## src/rtl/seg7_write_sched_pkg.sv

```systemverilog
// Shared types, constants and digit-order helpers for the 7-segment write scheduler.
// Write ordering places the dot digit last, because the controller dots the last-written digit.
package seg7_write_sched_pkg;

   typedef enum logic [1:0] {
      IDLE  = 2'd0,
      WRITE = 2'd1,
      GAPW  = 2'd2,
      DONE  = 2'd3
   } state_t;

   localparam int unsigned NDIG  = 4;
   localparam int unsigned NIB_W = 4;

   localparam logic REQ_A = 1'b0;
   localparam logic REQ_B = 1'b1;

   // First three writes cover the non-dot digits in ascending order, then the dot digit.
   function automatic logic [1:0] write_addr(input logic [1:0] dot, input logic [1:0] idx);
      if (idx == 2'(NDIG - 1))
         return dot;
      else if (idx >= dot)
         return idx + 2'd1;
      else
         return idx;
   endfunction

   function automatic logic [NIB_W-1:0] digit_nib(input logic [15:0] val, input logic [1:0] a);
      return val[a*NIB_W +: NIB_W];
   endfunction

endpackage

```

## src/rtl/seg7_rr_arb2.sv

```systemverilog
// Two-input round-robin arbiter; the grant is combinational, last_grant updates when the grant is taken.
// After reset last_grant is B, so A wins the first tie.
module seg7_rr_arb2
   import seg7_write_sched_pkg::*;
(
   input  logic clk,
   input  logic rst,
   input  logic req_a,
   input  logic req_b,
   input  logic advance,
   output logic grant_valid,
   output logic grant_id
);

   logic last_grant;

   always_comb begin
      grant_valid = req_a | req_b;
      if (req_a && req_b)
         grant_id = ~last_grant;
      else if (req_a)
         grant_id = REQ_A;
      else
         grant_id = REQ_B;
   end

   always_ff @(posedge clk or negedge rst) begin
      if (!rst)
         last_grant <= REQ_B;
      else if (advance)
         last_grant <= grant_id;
   end

endmodule

```

## src/rtl/seg7_write_sched.sv

```systemverilog
// Arbitrates two requesters and issues four digit writes to the 7-segment controller, dot digit last.
// All outputs are registered: each write's strobe/addr/data is loaded on the edge entering WRITE.
module seg7_write_sched
   import seg7_write_sched_pkg::*;
#(
   parameter int unsigned GAP = 0
)
(
   input  logic        clk,
   input  logic        rst,
   input  logic        req_a,
   input  logic [15:0] val_a,
   input  logic [1:0]  dot_a,
   output logic        ack_a,
   input  logic        req_b,
   input  logic [15:0] val_b,
   input  logic [1:0]  dot_b,
   output logic        ack_b,
   output logic        busy,
   output logic        seg7_sel,
   output logic [1:0]  addr,
   output logic [3:0]  data_to_wr
);

   localparam logic [3:0] GAP_INIT = (GAP == 0) ? 4'd0 : 4'(GAP - 1);

   state_t      state;
   logic [15:0] val_reg;
   logic [1:0]  dot_reg;
   logic [1:0]  idx;
   logic [3:0]  gap_cnt;
   logic        gid;

   logic        grant_valid;
   logic        grant_id;
   logic        advance;
   logic [15:0] val_sel;
   logic [1:0]  dot_sel;
   logic [1:0]  first_addr;
   logic [1:0]  next_addr;
   logic        last_wr;

   assign advance = (state == IDLE) && grant_valid;

   seg7_rr_arb2 u_arb (
      .clk         (clk),
      .rst         (rst),
      .req_a       (req_a),
      .req_b       (req_b),
      .advance     (advance),
      .grant_valid (grant_valid),
      .grant_id    (grant_id)
   );

   always_comb begin
      val_sel    = (grant_id == REQ_A) ? val_a : val_b;
      dot_sel    = (grant_id == REQ_A) ? dot_a : dot_b;
      first_addr = write_addr(dot_sel, 2'd0);
      next_addr  = write_addr(dot_reg, idx + 2'd1);
      last_wr    = (idx == 2'(NDIG - 1));
   end

   // idx is the index of the write currently on the outputs, not the next one.
   always_ff @(posedge clk or negedge rst) begin
      if (!rst) begin
         state      <= IDLE;
         val_reg    <= '0;
         dot_reg    <= '0;
         idx        <= '0;
         gap_cnt    <= '0;
         gid        <= REQ_B;
         seg7_sel   <= 1'b0;
         addr       <= '0;
         data_to_wr <= '0;
         ack_a      <= 1'b0;
         ack_b      <= 1'b0;
         busy       <= 1'b0;
      end else begin
         seg7_sel <= 1'b0;
         ack_a    <= 1'b0;
         ack_b    <= 1'b0;
         unique case (state)
            IDLE: begin
               if (grant_valid) begin
                  state      <= WRITE;
                  gid        <= grant_id;
                  val_reg    <= val_sel;
                  dot_reg    <= dot_sel;
                  idx        <= '0;
                  seg7_sel   <= 1'b1;
                  addr       <= first_addr;
                  data_to_wr <= digit_nib(val_sel, first_addr);
                  busy       <= 1'b1;
               end
            end
            WRITE: begin
               if (GAP > 0) begin
                  state   <= GAPW;
                  gap_cnt <= GAP_INIT;
               end else if (last_wr) begin
                  state <= DONE;
                  ack_a <= (gid == REQ_A);
                  ack_b <= (gid == REQ_B);
               end else begin
                  idx        <= idx + 2'd1;
                  seg7_sel   <= 1'b1;
                  addr       <= next_addr;
                  data_to_wr <= digit_nib(val_reg, next_addr);
               end
            end
            GAPW: begin
               if (gap_cnt != 4'd0) begin
                  gap_cnt <= gap_cnt - 4'd1;
               end else if (last_wr) begin
                  state <= DONE;
                  ack_a <= (gid == REQ_A);
                  ack_b <= (gid == REQ_B);
               end else begin
                  state      <= WRITE;
                  idx        <= idx + 2'd1;
                  seg7_sel   <= 1'b1;
                  addr       <= next_addr;
                  data_to_wr <= digit_nib(val_reg, next_addr);
               end
            end
            DONE: begin
               state <= IDLE;
               busy  <= 1'b0;
            end
            default: state <= IDLE;
         endcase
      end
   end

endmodule
```

## config.mk

```make
export PLATFORM = sky130hd
export DESIGN_NAME = seg7_write_sched
export DESIGN_NICKNAME = d
export VERILOG_FILES = /design/src/rtl/seg7_write_sched_pkg.sv /design/src/rtl/seg7_rr_arb2.sv /design/src/rtl/seg7_write_sched.sv
export SDC_FILE = /design/constraint.sdc
export NUM_CORES = 1
export LEC_CHECK = 0
export ABC_AREA = 1
export CAP_MARGIN = 20
export CORE_UTILIZATION = 45
export CTS_CLUSTER_SIZE = 24
export DETAILED_ROUTE_END_ITERATION = 12
export PLACE_DENSITY = 0.76
export SLEW_MARGIN = 20
export SYNTH_ARGS = -nofsm -noshare
export SYNTH_HDL_FRONTEND = slang
export SYNTH_SLANG_ARGS = --single-unit
```

## constraint.sdc

```tcl
create_clock -name clk -period 2.25 [get_ports clk]
set_input_delay 0.675 -clock clk [delete_from_list [all_inputs] [get_ports clk]]
set_output_delay 0.675 -clock clk [all_outputs]
set_load 0.02 [all_outputs]
```

After elaboration in Yosys (flattened, before gate mapping)
Index checks and enable logic that the tools add are counted.
{"block": "op_classes", "addsub": 3, "n_lt_le_gt_ge": 2, "n_eq_ne": 8, "shifts": 2, "n_mux": 36, "n_bitwise": 3, "reduce_logical": 11}
{"cell": "$mux W2", "n": 13}
{"cell": "$mux W16", "n": 1}
{"cell": "$shiftx A16 B4 Y4", "n": 1}
{"cell": "$shiftx A16 B5 Y4", "n": 1}
{"cell": "$mux W4", "n": 3}
{"cell": "$pmux W2 S3", "n": 2}
{"cell": "$pmux W4 S3", "n": 1}
{"cell": "$mux W1", "n": 11}
{"cell": "$eq A2 B2 Y1 const B", "n": 4}
{"cell": "$pmux W2 S4", "n": 1}
{"cell": "$ne A2 B2 Y1 const B", "n": 3}
{"cell": "$pmux W1 S2", "n": 3}
{"cell": "$reduce_and A2 Y1", "n": 3}
{"cell": "$reduce_and A3 Y1", "n": 2}
{"cell": "$add A2 B1 Y2 const B", "n": 2}
{"cell": "$reduce_bool A4 Y1", "n": 1}
{"cell": "$sub A4 B1 Y4 const B", "n": 1}
{"cell": "$pmux W1 S3", "n": 1}
{"cell": "$reduce_bool A3 Y1", "n": 1}
{"cell": "$eq A2 B1 Y1 const B", "n": 1}
{"cell": "$ge A1 B2 Y1 const A", "n": 1}
{"cell": "$ge A2 B2 Y1", "n": 1}
{"cell": "$logic_and A1 B1 Y1", "n": 2}
{"cell": "$logic_not A2 Y1", "n": 1}
{"cell": "3 further kinds", "n": 4}
{"block": "totals", "reg_bits": 38, "input_bits": 40, "output_inout_bits": 10}

Logic depth before layout (Yosys ltp)
Gate-level depths: netlist of the first run.
{"block": "logic_depth", "word_depth": 8, "mapped_depth": 14, "depth_no_buf": 14}

By module
From an unflattened synthesis of the first run, not the netlist that was laid out.
{"block": "hier_totals", "cells_unflattened": 290, "area_unflattened_um2": 2228.4}
{"mod": "seg7_write_sched", "n_inst": 1, "cells_per_inst": 282, "area_each_um2": 2170.8}
{"mod": "seg7_rr_arb2", "n_inst": 1, "cells_per_inst": 8, "area_each_um2": 57.6}

Worst setup path before layout of the first run
Ideal clock, no wire load.
{"block": "synth_path", "path_type": "register to register", "start": "register idx[0]", "end": "register data_to_wr[0]", "setup_ns": 0.124, "arrival_ns": 1.997, "setup_slack_ns": 0.129, "path_stages_with_launch": 15, "path_buffers": 0, "period_less_slack_ns": 2.121, "path_cell_list": "dfrtp_1 -> inv_1 -> ha_1 -> inv_1 -> ha_1 -> nand2_1 -> nand3_1 -> nand2_1 -> nand3_2 -> nand2_1 -> nand2_1 -> nand3_1 -> nand2_1 -> nand2_1 -> nand3_1"}
{"block": "synth_between", "elab_chain_len": 8, "word_cells_on_any_way": 11, "classes_between": "2 x add/sub; 1 x order compare; 2 x eq/ne; 1 x shift; 5 x mux"}
{"item": "start, declared", "line": "seg7_write_sched.sv:30", "source": "logic [1:0] idx;"}
{"item": "start signal, assigned", "line": "seg7_write_sched.sv:105", "source": "idx <= idx + 2'd1;"}
{"item": "start signal, assigned", "line": "seg7_write_sched.sv:120", "source": "idx <= idx + 2'd1;"}
{"item": "$add A2 B1 Y2", "line": "seg7_write_sched.sv:59", "source": "next_addr = write_addr(dot_reg, idx + 2'd1);"}
{"item": "$add A2 B1 Y2 or $ge A2 B2 Y1 (tied branches)", "line": "seg7_write_sched_pkg.sv:23, seg7_write_sched_pkg.sv:22"}
{"item": "$mux W2", "line": "seg7_write_sched_pkg.sv:22", "source": "else if (idx >= dot)"}
{"item": "$mux W2", "line": "seg7_write_sched_pkg.sv:20", "source": "if (idx == 2'(NDIG - 1))"}
{"item": "$shiftx A16 B5 Y4", "line": "seg7_write_sched_pkg.sv:29", "source": "return val[a*NIB_W +: NIB_W];"}
{"item": "$mux W4 (*)", "line": "seg7_write_sched.sv:100, seg7_write_sched.sv:114"}
{"item": "$mux W4", "line": "seg7_write_sched.sv:112", "source": "if (gap_cnt != 4'd0) begin"}
{"item": "$pmux W4 S3 (*)", "line": "seg7_write_sched.sv:82", "source": "unique case (state)"}
{"item": "end signal, assigned", "line": "seg7_write_sched.sv:92", "source": "data_to_wr <= digit_nib(val_sel, first_addr);"}
{"item": "end signal, assigned", "line": "seg7_write_sched.sv:108", "source": "data_to_wr <= digit_nib(val_reg, next_addr);"}
{"item": "end signal, assigned", "line": "seg7_write_sched.sv:123", "source": "data_to_wr <= digit_nib(val_reg, next_addr);"}
{"item": "end, declared", "line": "seg7_write_sched.sv:22", "source": "output logic [3:0] data_to_wr"}
Mark *: on every way between the ends. The rest lies on a longest branch, timed or not. The select of a mux whose other input is x is not followed.
A chain may end at the register's enable or synchronous reset.

Worst setup path after layout of the first run
{"block": "layout_path", "start": "register idx[0]", "end": "register data_to_wr[3]"}
The elaborated chain is that of the path after synthesis.

==> impl_metrics.xml, run 1 <==
<?xml version="1.0" encoding="UTF-8"?>
<metrics>
  <group name="status">
    <metric name="run_status" unit="">complete, no violations</metric>
  </group>
  <group name="logic_synthesis">
    <metric name="synth_top_area_cell" unit="">sky130_fd_sc_hd__dfrtp_1</metric>
    <metric name="ys.warnings.count" unit="">0</metric>
    <metric name="yosys-top-cells-count" unit="">sky130_fd_sc_hd__nand2_1 (70), sky130_fd_sc_hd__inv_1 (45), sky130_fd_sc_hd__dfrtp_1 (36), sky130_fd_sc_hd__o21ai_0 (28), sky130_fd_sc_hd__nand3_1 (27)</metric>
    <metric name="synth.yosys.seq_area_share" unit="%">42.1</metric>
    <metric name="postSynth.topFlopCell" unit="">sky130_fd_sc_hd__dfrtp_1</metric>
    <metric name="post_syn_nets" unit="">334</metric>
    <metric name="synth-async-reset-ratio" unit="%">100</metric>
    <metric name="dominant_combinational_cell_family_by_area_after_synthesis" unit="">simple AND/OR/NAND/NOR gates</metric>
    <metric name="netlist_top_cells_area" unit="">sky130_fd_sc_hd__dfrtp_1 (41%), sky130_fd_sc_hd__nand2_1 (12%), sky130_fd_sc_hd__inv_1 (7.7%)</metric>
    <metric name="ys_types" unit="">33</metric>
    <metric name="synthAdderAreaFrac" unit="%">6.25</metric>
    <metric name="synth.avg_cell_area" unit="µm²">7.78</metric>
    <metric name="post_synth_and_or_nand_nor_area_fraction" unit="%">25.9</metric>
    <metric name="synth-compound-area-share" unit="%">13.1</metric>
    <metric name="synth.ff_latch_count" unit="">37</metric>
    <metric name="synthCells" unit="">283</metric>
    <metric name="post-synth-top-area-fraction" unit="%">40.9</metric>
    <metric name="synthMostInstantiatedCell" unit="">sky130_fd_sc_hd__nand2_1</metric>
    <metric name="yosys.area_share.xor_xnor" unit="%">1.59</metric>
    <metric name="syn-cell-area" unit="µm²">2200</metric>
    <metric name="post_synth_edffs" unit="">0</metric>
    <metric name="post_synth_mux_area_share" unit="%">0.909</metric>
  </group>
  <group name="final_layout">
    <metric name="insertedDiodeCount" unit="">0</metric>
    <metric name="share_of_cells_above_drive_strength_1" unit="%">14.7</metric>
    <metric name="largest_register_ff_count" unit="">16</metric>
    <metric name="final_core_util" unit="%">63.9</metric>
    <metric name="layout-area-overhead-vs-synth" unit="%">37.0</metric>
    <metric name="instances_no_fill" unit="">415</metric>
    <metric name="nNetsFinal" unit="">398</metric>
  </group>
  <group name="clocking">
    <metric name="clk_latency" unit="ns">0.29</metric>
    <metric name="cts_tree" unit="">yes</metric>
    <metric name="clkTransAtPathRegs" unit="ns">0.07</metric>
    <metric name="ctsHoldBuffers" unit="">0</metric>
    <metric name="cts.sink_count" unit="">37</metric>
    <metric name="clock-root-buffer" unit="">sky130_fd_sc_hd__clkbuf_8</metric>
    <metric name="cts_max_path_bufs" unit="">2</metric>
    <metric name="htreeDepth" unit="">2</metric>
    <metric name="cts-buffers-inserted" unit="">5</metric>
  </group>
  <group name="timing">
    <metric name="max-slew-margin-rel" unit="%">71.1</metric>
    <metric name="timing.final.setup_violations" unit="">0</metric>
    <metric name="finalMaxSlewViolations" unit="">0</metric>
    <metric name="post-route-min-period" unit="ns">2.07</metric>
    <metric name="tightestPinTransition" unit="ns">0.433</metric>
    <metric name="final_min_period_over_clock_period" unit="%">92.2</metric>
    <metric name="hold_viol" unit="">0</metric>
    <metric name="timing.setup.tns" unit="ns">0</metric>
    <metric name="grt_setup_unrepaired" unit="">false</metric>
    <metric name="finClkSkew" unit="ns">0.00395</metric>
    <metric name="max_freq" unit="MHz">482</metric>
  </group>
  <group name="critical_path">
    <metric name="critPathTopFamily" unit="">simple AND/OR/NAND/NOR gates</metric>
    <metric name="crit_path_top_delay_cell" unit="">sky130_fd_sc_hd__dfrtp_1</metric>
    <metric name="timing.critical_path.from_type" unit="">flop</metric>
    <metric name="cp_num_buf_inv" unit="">3</metric>
    <metric name="critical_path_peak_fanout" unit="">8</metric>
    <metric name="crit_chain" unit="">inv_1, ha_1, inv_1, ha_4, nand2_2, nand4_1, nand3_2, buf_6, nand3_1, nand3_1, nand2_1, nand2_1, nand3_1</metric>
    <metric name="crit_path_required_time" unit="ns">2.43</metric>
    <metric name="worst-setup-path-type" unit="">reg -&gt; reg</metric>
    <metric name="worst_path_most_repeated_cell" unit="">sky130_fd_sc_hd__nand3_1</metric>
    <metric name="max_stage_delay" unit="ns">0.35</metric>
    <metric name="end_kind" unit="">flop</metric>
    <metric name="cp_data_arrival_time" unit="ns">2.25</metric>
  </group>
  <group name="routing">
    <metric name="detail_route.wl_per_cell" unit="µm">12.9</metric>
    <metric name="violation_count_after_the_first_detailed_routing_iteration" unit="">195</metric>
    <metric name="vias_per_cell" unit="">5.01</metric>
    <metric name="route.antenna.remaining_nets" unit="">0</metric>
    <metric name="detailroute.via_count" unit="">2079</metric>
    <metric name="routed_wl" unit="µm">5340</metric>
    <metric name="drc" unit="">0</metric>
    <metric name="drt_pre_antenna_iters" unit="">4</metric>
  </group>
  <group name="global_route">
    <metric name="antenna_found_initial" unit="">0</metric>
    <metric name="largest_net_degree_at_the_start_of_global_routing" unit="">32</metric>
    <metric name="globalRoute.totalOverflow" unit="">0</metric>
    <metric name="grt_use_total" unit="%">23.2</metric>
    <metric name="wire_length_of_the_first_global_routing_pass" unit="µm">9090</metric>
    <metric name="grt_pass1_vias" unit="">1970</metric>
  </group>
  <group name="floorplan">
    <metric name="num_rows" unit="">25</metric>
    <metric name="die_area" unit="µm²">5180</metric>
    <metric name="die_x" unit="µm">72.0</metric>
    <metric name="floorplan.core_area" unit="µm²">4720</metric>
    <metric name="vertical_die_dimension" unit="µm">72.0</metric>
    <metric name="io_pins" unit="">50</metric>
    <metric name="starting_utilization_of_the_core_area" unit="%">46.6</metric>
  </group>
  <group name="power">
    <metric name="leakagePower" unit="nW">1.49</metric>
    <metric name="worst_ir_drop_vdd" unit="mV">0.666</metric>
    <metric name="cellPowerDensity" unit="nW/µm²">1540</metric>
  </group>
  <group name="place">
    <metric name="post-dp-hpwl" unit="µm">4060</metric>
    <metric name="place.detailed.instances" unit="">406</metric>
    <metric name="numPortBuffers" unit="">49</metric>
    <metric name="place.gp.congestion" unit="">0.943</metric>
  </group>
  <group name="worst_hold_path">
    <metric name="hold_class" unit="">reg -&gt; reg</metric>
  </group>
  <group name="flow_run">
    <metric name="maxCapViolations" unit="">0</metric>
  </group>
</metrics>
per-layer routing:
metal | part of all wire (%) | GRT usage (%) | up-vias | routed length (µm)
met5 | 0 | 0 | - | 0
met4 | 2.2 | 10.7 | 0 | 115
met3 | 6.0 | 5.42 | 8 | 319
met2 | 48 | 36.6 | 62 | 2550
met1 | 44 | 30.4 | 977 | 2350
li1 | - | - | 1032 | -
report_power, final:
group,leakage [nW],internal [W],switching (W)
clock,0.0542,0.000277,0.000237
combinational,0.984,0.00120,0.00177
sequential,0.454,0.00100,0.000182
total,1.49,0.00248,0.00219
through the flow:
step | setup slack [ns] | cell area [µm²] | total power (W) | hold slack (ns)
floorplan | 0.129 | 2200 | 0.00302 | 0.379
global placement | -0.0179 | 2860 | 0.00384 | 0.467
detailed placement | -0.0312 | 2860 | 0.00391 | 0.473
CTS | 0.0378 | 2960 | 0.00443 | 0.490
global route | 0.0401 | 3020 | 0.00512 | 0.513
finish | 0.175 | 3020 | 0.00466 | 0.485
area by class of cell:
cell class,count,area (µm²)
fill,403,1710
sequential,37,927
multi-input combinational,192,1100
tap,67,83.8
clock buffer,7,96.3
clock inverter,1,5.00
timing repair buffer,63,624
inverter,48,181
logic make-up (layout without fill, tap and decap cells):
logic type / after synthesis / after routing
flip-flops: 37 / 37
AO/OA/AOI/OAI: 49 / 49
XOR/XNOR: 4 / 4
AND/OR/NAND/NOR: 126 / 126
buffers and inverters: 54 / 119
multiplexers: 2 / 2
adder cells (fa/ha/maj): 11 / 11
placed cells by master (no fill, tap or decap), drive strengths merged, types with 3 or more instances in the layout:
cell	netlist	final
clkbuf	2	7
nor2	13	13
ha	11	11
buf	4	14
clkdlybuf4s50	0	49
inv	47	47
o22ai	9	9
nand3	29	29
nand2	74	74
nand4	4	4
or2	5	5
dfrtp	36	36
a21oi	3	3
o21ai	35	35
worst register-to-register path: stages (launching register included):
cell and delay [ns]:
sky130_fd_sc_hd__dfrtp_1 0.35, sky130_fd_sc_hd__inv_1 0.06, sky130_fd_sc_hd__ha_1 0.31, sky130_fd_sc_hd__inv_1 0.09
sky130_fd_sc_hd__ha_4 0.21, sky130_fd_sc_hd__nand2_2 0.09, sky130_fd_sc_hd__nand4_1 0.17, sky130_fd_sc_hd__nand3_2 0.15
sky130_fd_sc_hd__buf_6 0.14, sky130_fd_sc_hd__nand3_1 0.06, sky130_fd_sc_hd__nand3_1 0.12, sky130_fd_sc_hd__nand2_1 0.06
sky130_fd_sc_hd__nand2_1 0.07, sky130_fd_sc_hd__nand3_1 0.07
path summary, 6_finish.rpt:
check                                             from                         to  slack (ns)  depth (start not counted)
worst min register to register  val_reg[1]$_DFFE_PN0P_     val_reg[1]$_DFFE_PN0P_        0.48                          2
worst min-delay path            val_reg[1]$_DFFE_PN0P_     val_reg[1]$_DFFE_PN0P_        0.48                          2
worst max register to register      idx[0]$_DFFE_PN0P_  data_to_wr[3]$_DFFE_PN0P_        0.18                         13
min in group asynchronous                          rst            ack_b$_DFF_PN0_        0.66                          1
max in group asynchronous                          rst    val_reg[13]$_DFFE_PN0P_        1.11                          2
worst max-delay path                idx[0]$_DFFE_PN0P_  data_to_wr[3]$_DFFE_PN0P_        0.18                         13
what timing repair did:
action,in CTS,in global routing
setup endpoints to repair,0,4
gates resized for setup,0,12
buffers inserted,0,1
No activity file was read; power rests on OpenSTA's default activity.
==> run 2: changes to the inputs <==
CORE_MARGIN = 10   (was not set)
==> run 2 against run 1 <==
Compared with the run above:
- sequential cell count is the same
- largest cell class unchanged
- design area shrank 0.95%
- clock skew grew 0.0048 ns
- routed wire length grew 11%
- sequential share of layout area grew 0.30 points
- sequential power is essentially flat
- count of clock-buffer cells in the layout is the same
- critical path depth grew 1
- non-clock buffer count is the same
- worst hold slack gained 0.0024 ns
- first-iteration DRC count shrank 29%
- power shrank 0.12%
==> impl_metrics.xml, run 2 (synthesis gave the netlist of run 1 again) <==
<?xml version="1.0" encoding="UTF-8"?>
<metrics>
  <group name="critical_path">
    <metric name="max_stage_delay" unit="ns">0.35</metric>
    <metric name="crit_chain" unit="">inv_1, ha_1, inv_1, ha_4, nand2_2, nand3_1, nand2_1, nand3_2, nand2_2, nand2_1, nand3_1, nand2_1, nand2_1, nand3_1</metric>
    <metric name="critPathTopFamily" unit="">simple AND/OR/NAND/NOR gates</metric>
    <metric name="crit_path_top_delay_cell" unit="">sky130_fd_sc_hd__dfrtp_1</metric>
    <metric name="cp_data_arrival_time" unit="ns">2.27</metric>
    <metric name="critical_path_peak_fanout" unit="">7</metric>
    <metric name="crit_path_required_time" unit="ns">2.42</metric>
    <metric name="end_kind" unit="">flop</metric>
    <metric name="worst-setup-path-type" unit="">reg -&gt; reg</metric>
    <metric name="worst_path_most_repeated_cell" unit="">sky130_fd_sc_hd__nand2_1</metric>
    <metric name="cp_num_buf_inv" unit="">2</metric>
    <metric name="timing.critical_path.from_type" unit="">flop</metric>
  </group>
  <group name="worst_hold_path">
    <metric name="hold_class" unit="">reg -&gt; reg</metric>
  </group>
  <group name="floorplan">
    <metric name="vertical_die_dimension" unit="µm">90.0</metric>
    <metric name="num_rows" unit="">25</metric>
    <metric name="die_area" unit="µm²">8090</metric>
    <metric name="starting_utilization_of_the_core_area" unit="%">46.6</metric>
    <metric name="io_pins" unit="">50</metric>
    <metric name="die_x" unit="µm">90.0</metric>
    <metric name="floorplan.core_area" unit="µm²">4720</metric>
  </group>
  <group name="routing">
    <metric name="drt_pre_antenna_iters" unit="">4</metric>
    <metric name="violation_count_after_the_first_detailed_routing_iteration" unit="">138</metric>
    <metric name="route.antenna.remaining_nets" unit="">0</metric>
    <metric name="detail_route.wl_per_cell" unit="µm">14.3</metric>
    <metric name="detailroute.via_count" unit="">2081</metric>
    <metric name="routed_wl" unit="µm">5930</metric>
    <metric name="drc" unit="">0</metric>
    <metric name="vias_per_cell" unit="">5.01</metric>
  </group>
  <group name="timing">
    <metric name="final_min_period_over_clock_period" unit="%">93.1</metric>
    <metric name="max-slew-margin-rel" unit="%">68.2</metric>
    <metric name="max_freq" unit="MHz">477</metric>
    <metric name="hold_viol" unit="">0</metric>
    <metric name="finalMaxSlewViolations" unit="">0</metric>
    <metric name="holdWs" unit="ns">0.487</metric>
    <metric name="timing.final.setup_violations" unit="">0</metric>
    <metric name="tightestPinTransition" unit="ns">0.477</metric>
    <metric name="finClkSkew" unit="ns">0.00874</metric>
    <metric name="post-route-min-period" unit="ns">2.09</metric>
  </group>
  <group name="final_layout">
    <metric name="largest_register_ff_count" unit="">16</metric>
    <metric name="nNetsFinal" unit="">398</metric>
    <metric name="insertedDiodeCount" unit="">0</metric>
    <metric name="share_of_cells_above_drive_strength_1" unit="%">13.2</metric>
    <metric name="multiInputGateArea" unit="µm²">1070</metric>
    <metric name="layout.cells.most_common" unit="">sky130_fd_sc_hd__nand2_1</metric>
    <metric name="flip_flop_and_latch_area" unit="µm²">927</metric>
    <metric name="design_area" unit="µm²">2990</metric>
    <metric name="layout-area-overhead-vs-synth" unit="%">35.7</metric>
    <metric name="most_frequent_cells_in_the_layout" unit="">sky130_fd_sc_hd__nand2_1 (67), sky130_fd_sc_hd__clkdlybuf4s50_1 (49), sky130_fd_sc_hd__inv_1 (45)</metric>
    <metric name="layout.filler_cells" unit="">432</metric>
    <metric name="instances_no_fill" unit="">415</metric>
  </group>
  <group name="clocking">
    <metric name="clock-root-buffer" unit="">sky130_fd_sc_hd__clkbuf_8</metric>
    <metric name="cts.sink_count" unit="">37</metric>
    <metric name="cts-buffers-inserted" unit="">5</metric>
    <metric name="htreeDepth" unit="">2</metric>
    <metric name="cts_tree" unit="">yes</metric>
    <metric name="clkTransAtPathRegs" unit="ns">0.07</metric>
    <metric name="clk_latency" unit="ns">0.29</metric>
    <metric name="cts_max_path_bufs" unit="">2</metric>
  </group>
  <group name="global_route">
    <metric name="grt_pass1_vias" unit="">2080</metric>
    <metric name="grt_use_total" unit="%">14.9</metric>
    <metric name="antenna_found_initial" unit="">0</metric>
    <metric name="largest_net_degree_at_the_start_of_global_routing" unit="">38</metric>
    <metric name="globalRoute.totalOverflow" unit="">0</metric>
    <metric name="wire_length_of_the_first_global_routing_pass" unit="µm">9930</metric>
  </group>
  <group name="place">
    <metric name="post-dp-hpwl" unit="µm">4670</metric>
    <metric name="numPortBuffers" unit="">49</metric>
    <metric name="place_area" unit="µm²">2860</metric>
    <metric name="place.gp.congestion" unit="">0.941</metric>
    <metric name="place.detailed.instances" unit="">407</metric>
  </group>
  <group name="power">
    <metric name="power.share.switching" unit="%">46.5</metric>
    <metric name="cellPowerDensity" unit="nW/µm²">1560</metric>
    <metric name="power.internal" unit="W">0.00249</metric>
    <metric name="power_frac_comb" unit="%">63.4</metric>
    <metric name="worst_ir_drop_vdd" unit="mV">0.714</metric>
    <metric name="leakagePower" unit="nW">1.48</metric>
    <metric name="power.clock.fraction" unit="%">11.1</metric>
    <metric name="power.switching" unit="W">0.00216</metric>
    <metric name="sequentialPowerShare" unit="%">25.5</metric>
  </group>
  <group name="status">
    <metric name="run_status" unit="">complete, no violations</metric>
  </group>
  <group name="flow_run">
    <metric name="maxCapViolations" unit="">0</metric>
  </group>
</metrics>
## run 2: changes by cell type in the layout (fill, tap and decap cells not counted)
| cell | delta |
|---|---|
| sky130_fd_sc_hd__nand2_2 | -2 |
| sky130_fd_sc_hd__nand2_1 | +3 |
| sky130_fd_sc_hd__a21oi_1 | +1 |
| sky130_fd_sc_hd__a21oi_4 | -1 |
| sky130_fd_sc_hd__nand3_2 | -1 |
| sky130_fd_sc_hd__nand3_1 | +1 |
| sky130_fd_sc_hd__nand2_4 | -1 |
## run 2: power groups by stage
stage               Clock, W  Combinational (W)  Sequential, W
floorplan                  0            0.00176        0.00125
global placement           0            0.00278        0.00119
detailed placement         0            0.00285        0.00120
CTS                 0.000528            0.00285        0.00119
global route        0.000550            0.00336        0.00122
finish              0.000517            0.00295        0.00119
## run 2: what timing repair did
action / in CTS / in global routing
hold buffers: 0 / 0
endpoints found under the setup margin: 0 / 4
buffers inserted: 0 / 0
resized for setup: 0 / 5
## run 2: path summary, 6_finish.rpt
path,start,to,slack [ns],cells after the start
worst max register to register,idx[0]$_DFFE_PN0P_,data_to_wr[3]$_DFFE_PN0P_,0.16,14
max in group asynchronous,rst,gid$_DFFE_PN1P_,1.09,2
worst max-delay path,idx[0]$_DFFE_PN0P_,data_to_wr[3]$_DFFE_PN0P_,0.16,14
worst min register to register,gap_cnt[3]$_DFFE_PN0P_,gap_cnt[3]$_DFFE_PN0P_,0.49,1
min in group asynchronous,rst,gap_cnt[1]$_DFFE_PN0P_,0.80,2
worst min-delay path,gap_cnt[3]$_DFFE_PN0P_,gap_cnt[3]$_DFFE_PN0P_,0.49,1
## run 2: area by class of cell
type	instances	area share, %
inverter	48	6.07
multi-input combinational	192	35.8
clock inverter	1	0.167
sequential	37	31.0
clock buffer	7	3.22
timing repair buffer	63	20.9
tap	67	2.80
## run 2: layer usage
| metal | vias to the layer above | track usage (%) | routed length, µm |
|---|---|---|---|
| met4 | 0 | 5.44 | 128 |
| li1 | 1039 | - | - |
| met3 | 13 | 3.74 | 242 |
| met1 | 979 | 18.2 | 2740 |
| met5 | - | 0 | 0 |
| met2 | 50 | 24.6 | 2820 |
## run 2: stage by stage
| step | util (%) | power (W) | worst slack (ns) | setup TNS [ns] |
|---|---|---|---|---|
| floorplan | - | 0.00302 | 0.129 | 0 |
| global placement | 60.6 | 0.00397 | -0.0130 | -0.0207 |
| detailed placement | 60.6 | 0.00404 | -0.0692 | -0.245 |
| CTS | 62.8 | 0.00457 | 0.0600 | 0 |
| global route | 63.3 | 0.00513 | -0.00642 | -0.00884 |
| finish | 63.3 | 0.00466 | 0.155 | 0 |
==> patch: new RTL, config.mk and constraints of run 2 <==
Put one more register stage on the output `seg7_sel`. The value now appears one clock later. The other outputs are not delayed to match.
--- a/src/rtl/seg7_write_sched.sv
+++ b/src/rtl/seg7_write_sched.sv
@@ -23,6 +23,8 @@
 );
 
    localparam logic [3:0] GAP_INIT = (GAP == 0) ? 4'd0 : 4'(GAP - 1);
+
+   logic seg7_sel_s0;
 
    state_t      state;
    logic [15:0] val_reg;
@@ -69,14 +71,14 @@
          idx        <= '0;
          gap_cnt    <= '0;
          gid        <= REQ_B;
-         seg7_sel   <= 1'b0;
+         seg7_sel_s0 <= 1'b0;
          addr       <= '0;
          data_to_wr <= '0;
          ack_a      <= 1'b0;
          ack_b      <= 1'b0;
          busy       <= 1'b0;
       end else begin
-         seg7_sel <= 1'b0;
+         seg7_sel_s0 <= 1'b0;
          ack_a    <= 1'b0;
          ack_b    <= 1'b0;
          unique case (state)
@@ -87,7 +89,7 @@
                   val_reg    <= val_sel;
                   dot_reg    <= dot_sel;
                   idx        <= '0;
-                  seg7_sel   <= 1'b1;
+                  seg7_sel_s0 <= 1'b1;
                   addr       <= first_addr;
                   data_to_wr <= digit_nib(val_sel, first_addr);
                   busy       <= 1'b1;
@@ -103,7 +105,7 @@
                   ack_b <= (gid == REQ_B);
                end else begin
                   idx        <= idx + 2'd1;
-                  seg7_sel   <= 1'b1;
+                  seg7_sel_s0 <= 1'b1;
                   addr       <= next_addr;
                   data_to_wr <= digit_nib(val_reg, next_addr);
                end
@@ -118,7 +120,7 @@
                end else begin
                   state      <= WRITE;
                   idx        <= idx + 2'd1;
-                  seg7_sel   <= 1'b1;
+                  seg7_sel_s0 <= 1'b1;
                   addr       <= next_addr;
                   data_to_wr <= digit_nib(val_reg, next_addr);
                end
@@ -132,4 +134,8 @@
       end
    end
 
+   always_ff @(posedge clk) begin
+      seg7_sel <= seg7_sel_s0;
+   end
+
 endmodule
Check against the original RTL: not equivalent (a bounded check fails within 4 cycles, from zero or initial values and one cycle with rst low).
==> patch against run 2 <==
  * Synthesized cell count is 0.35% lower
  * Cell area increased by 0.21%
  * Sequential cell count up 1
  * Power is 1.3% higher
  * Count of clock-buffer cells in the layout unchanged
  * Setup slack worse by 16 ps
  * Maximum frequency fell by 0.77%
  * Area after synthesis shrank 0.57%
  * Routed wire length down 3.0%
  * Critical path depth unchanged
  * Non-clock buffer count shrank 2
  * Utilization rose by 0.13 points
  * Cell count decreased by 0.72%
  * Critical path type unchanged
==> patch: results (changes against run 2) <==
First-pass GRT wire length: 9666 um (-2.6%)
Post-synthesis compound-gate area fraction: 0.1206 (-0.01068)
Leakage power: 1.484 nW (about the same)
Top cells by count, synth: 73 x nand2_1, 42 x inv_1, 36 x dfrtp_1
GR Util met3: 0.03658 (-0.0008313)
Post-synth ARST share: 0.9737 (-0.02632)
Mapped Nets: 333 (-0.30%)
Top post-synthesis cells by area: dfrtp_1 41%, nand2_1 13%, inv_1 7.2%
Placed inst area: 2839 um2 (-0.87%)
Register area share after synthesis: 0.4326 (+0.01155)
Status: completed
Mux share of post-synthesis cell area: 0.01829 (+0.009195)
Detailed Route Iter0 Violations: 135 (-2.2%)
Met2 GRT Util: 0.2415 (-0.004237)
Seq/total area: 0.3162 (+0.006036)
Multi-input combinational area share: 0.3605 (+0.002177)
Switching power: 2.182 mW (+0.83%)
Total track usage: 0.1412 (-0.007455)
Max IR drop VDD: 0.6404 mV (-10%)
Register area: 947.2 um2 (+2.2%)
RD Place Congestion: 0.8737 (-7.1%)
Count of plain and timing-repair buffers: 61 (-3.2%)
Layout Nets: 395 (-0.75%)
CP Max Fanout: 6 (-1)
Comb_multi_in: 193 (+0.52%)
NonClk Buf Share: 0.2034 (-0.005449)
Clock-cell share: 0.03551 (+0.001600)
Synth Area in XOR/XNOR: 0.01600 (+0.00009091)
Metal2 WL: 2882 um (+2.1%)
Layout Cells excl Fill: 412 (-0.72%)
Layout cell share with drive strength beyond 1: 0.1217 (-0.01044)
Met3 wire length: 300 um (+24%)
## patch: final timing paths
path                             startpoint  cells after the start  slack [ps]            end
worst max register to register       idx[0]                     14         140  data_to_wr[3]
min in group asynchronous               rst                      2         750     gap_cnt[2]
worst min-delay path            seg7_sel_s0                      0         350       seg7_sel
worst min register to register  seg7_sel_s0                      0         350       seg7_sel
worst max-delay path                 idx[0]                     14         140  data_to_wr[3]
max in group asynchronous               rst                      2        1230            gid
## patch: logic make-up after synthesis
| logic type | Yosys count |
|---|---|
| AO/OA/AOI/OAI | 47 |
| XOR/XNOR | 4 |
| adder cells (fa/ha/maj) | 11 |
| buffers and inverters | 51 |
| flip-flops | 38 |
| multiplexers | 4 |
| AND/OR/NAND/NOR | 127 |
## patch: timing repair
item,4_1_cts,5_1_grt
setup buffers,0,1
endpoints found under the setup margin,0,4
hold buffers,0,0
resized for setup,0,12
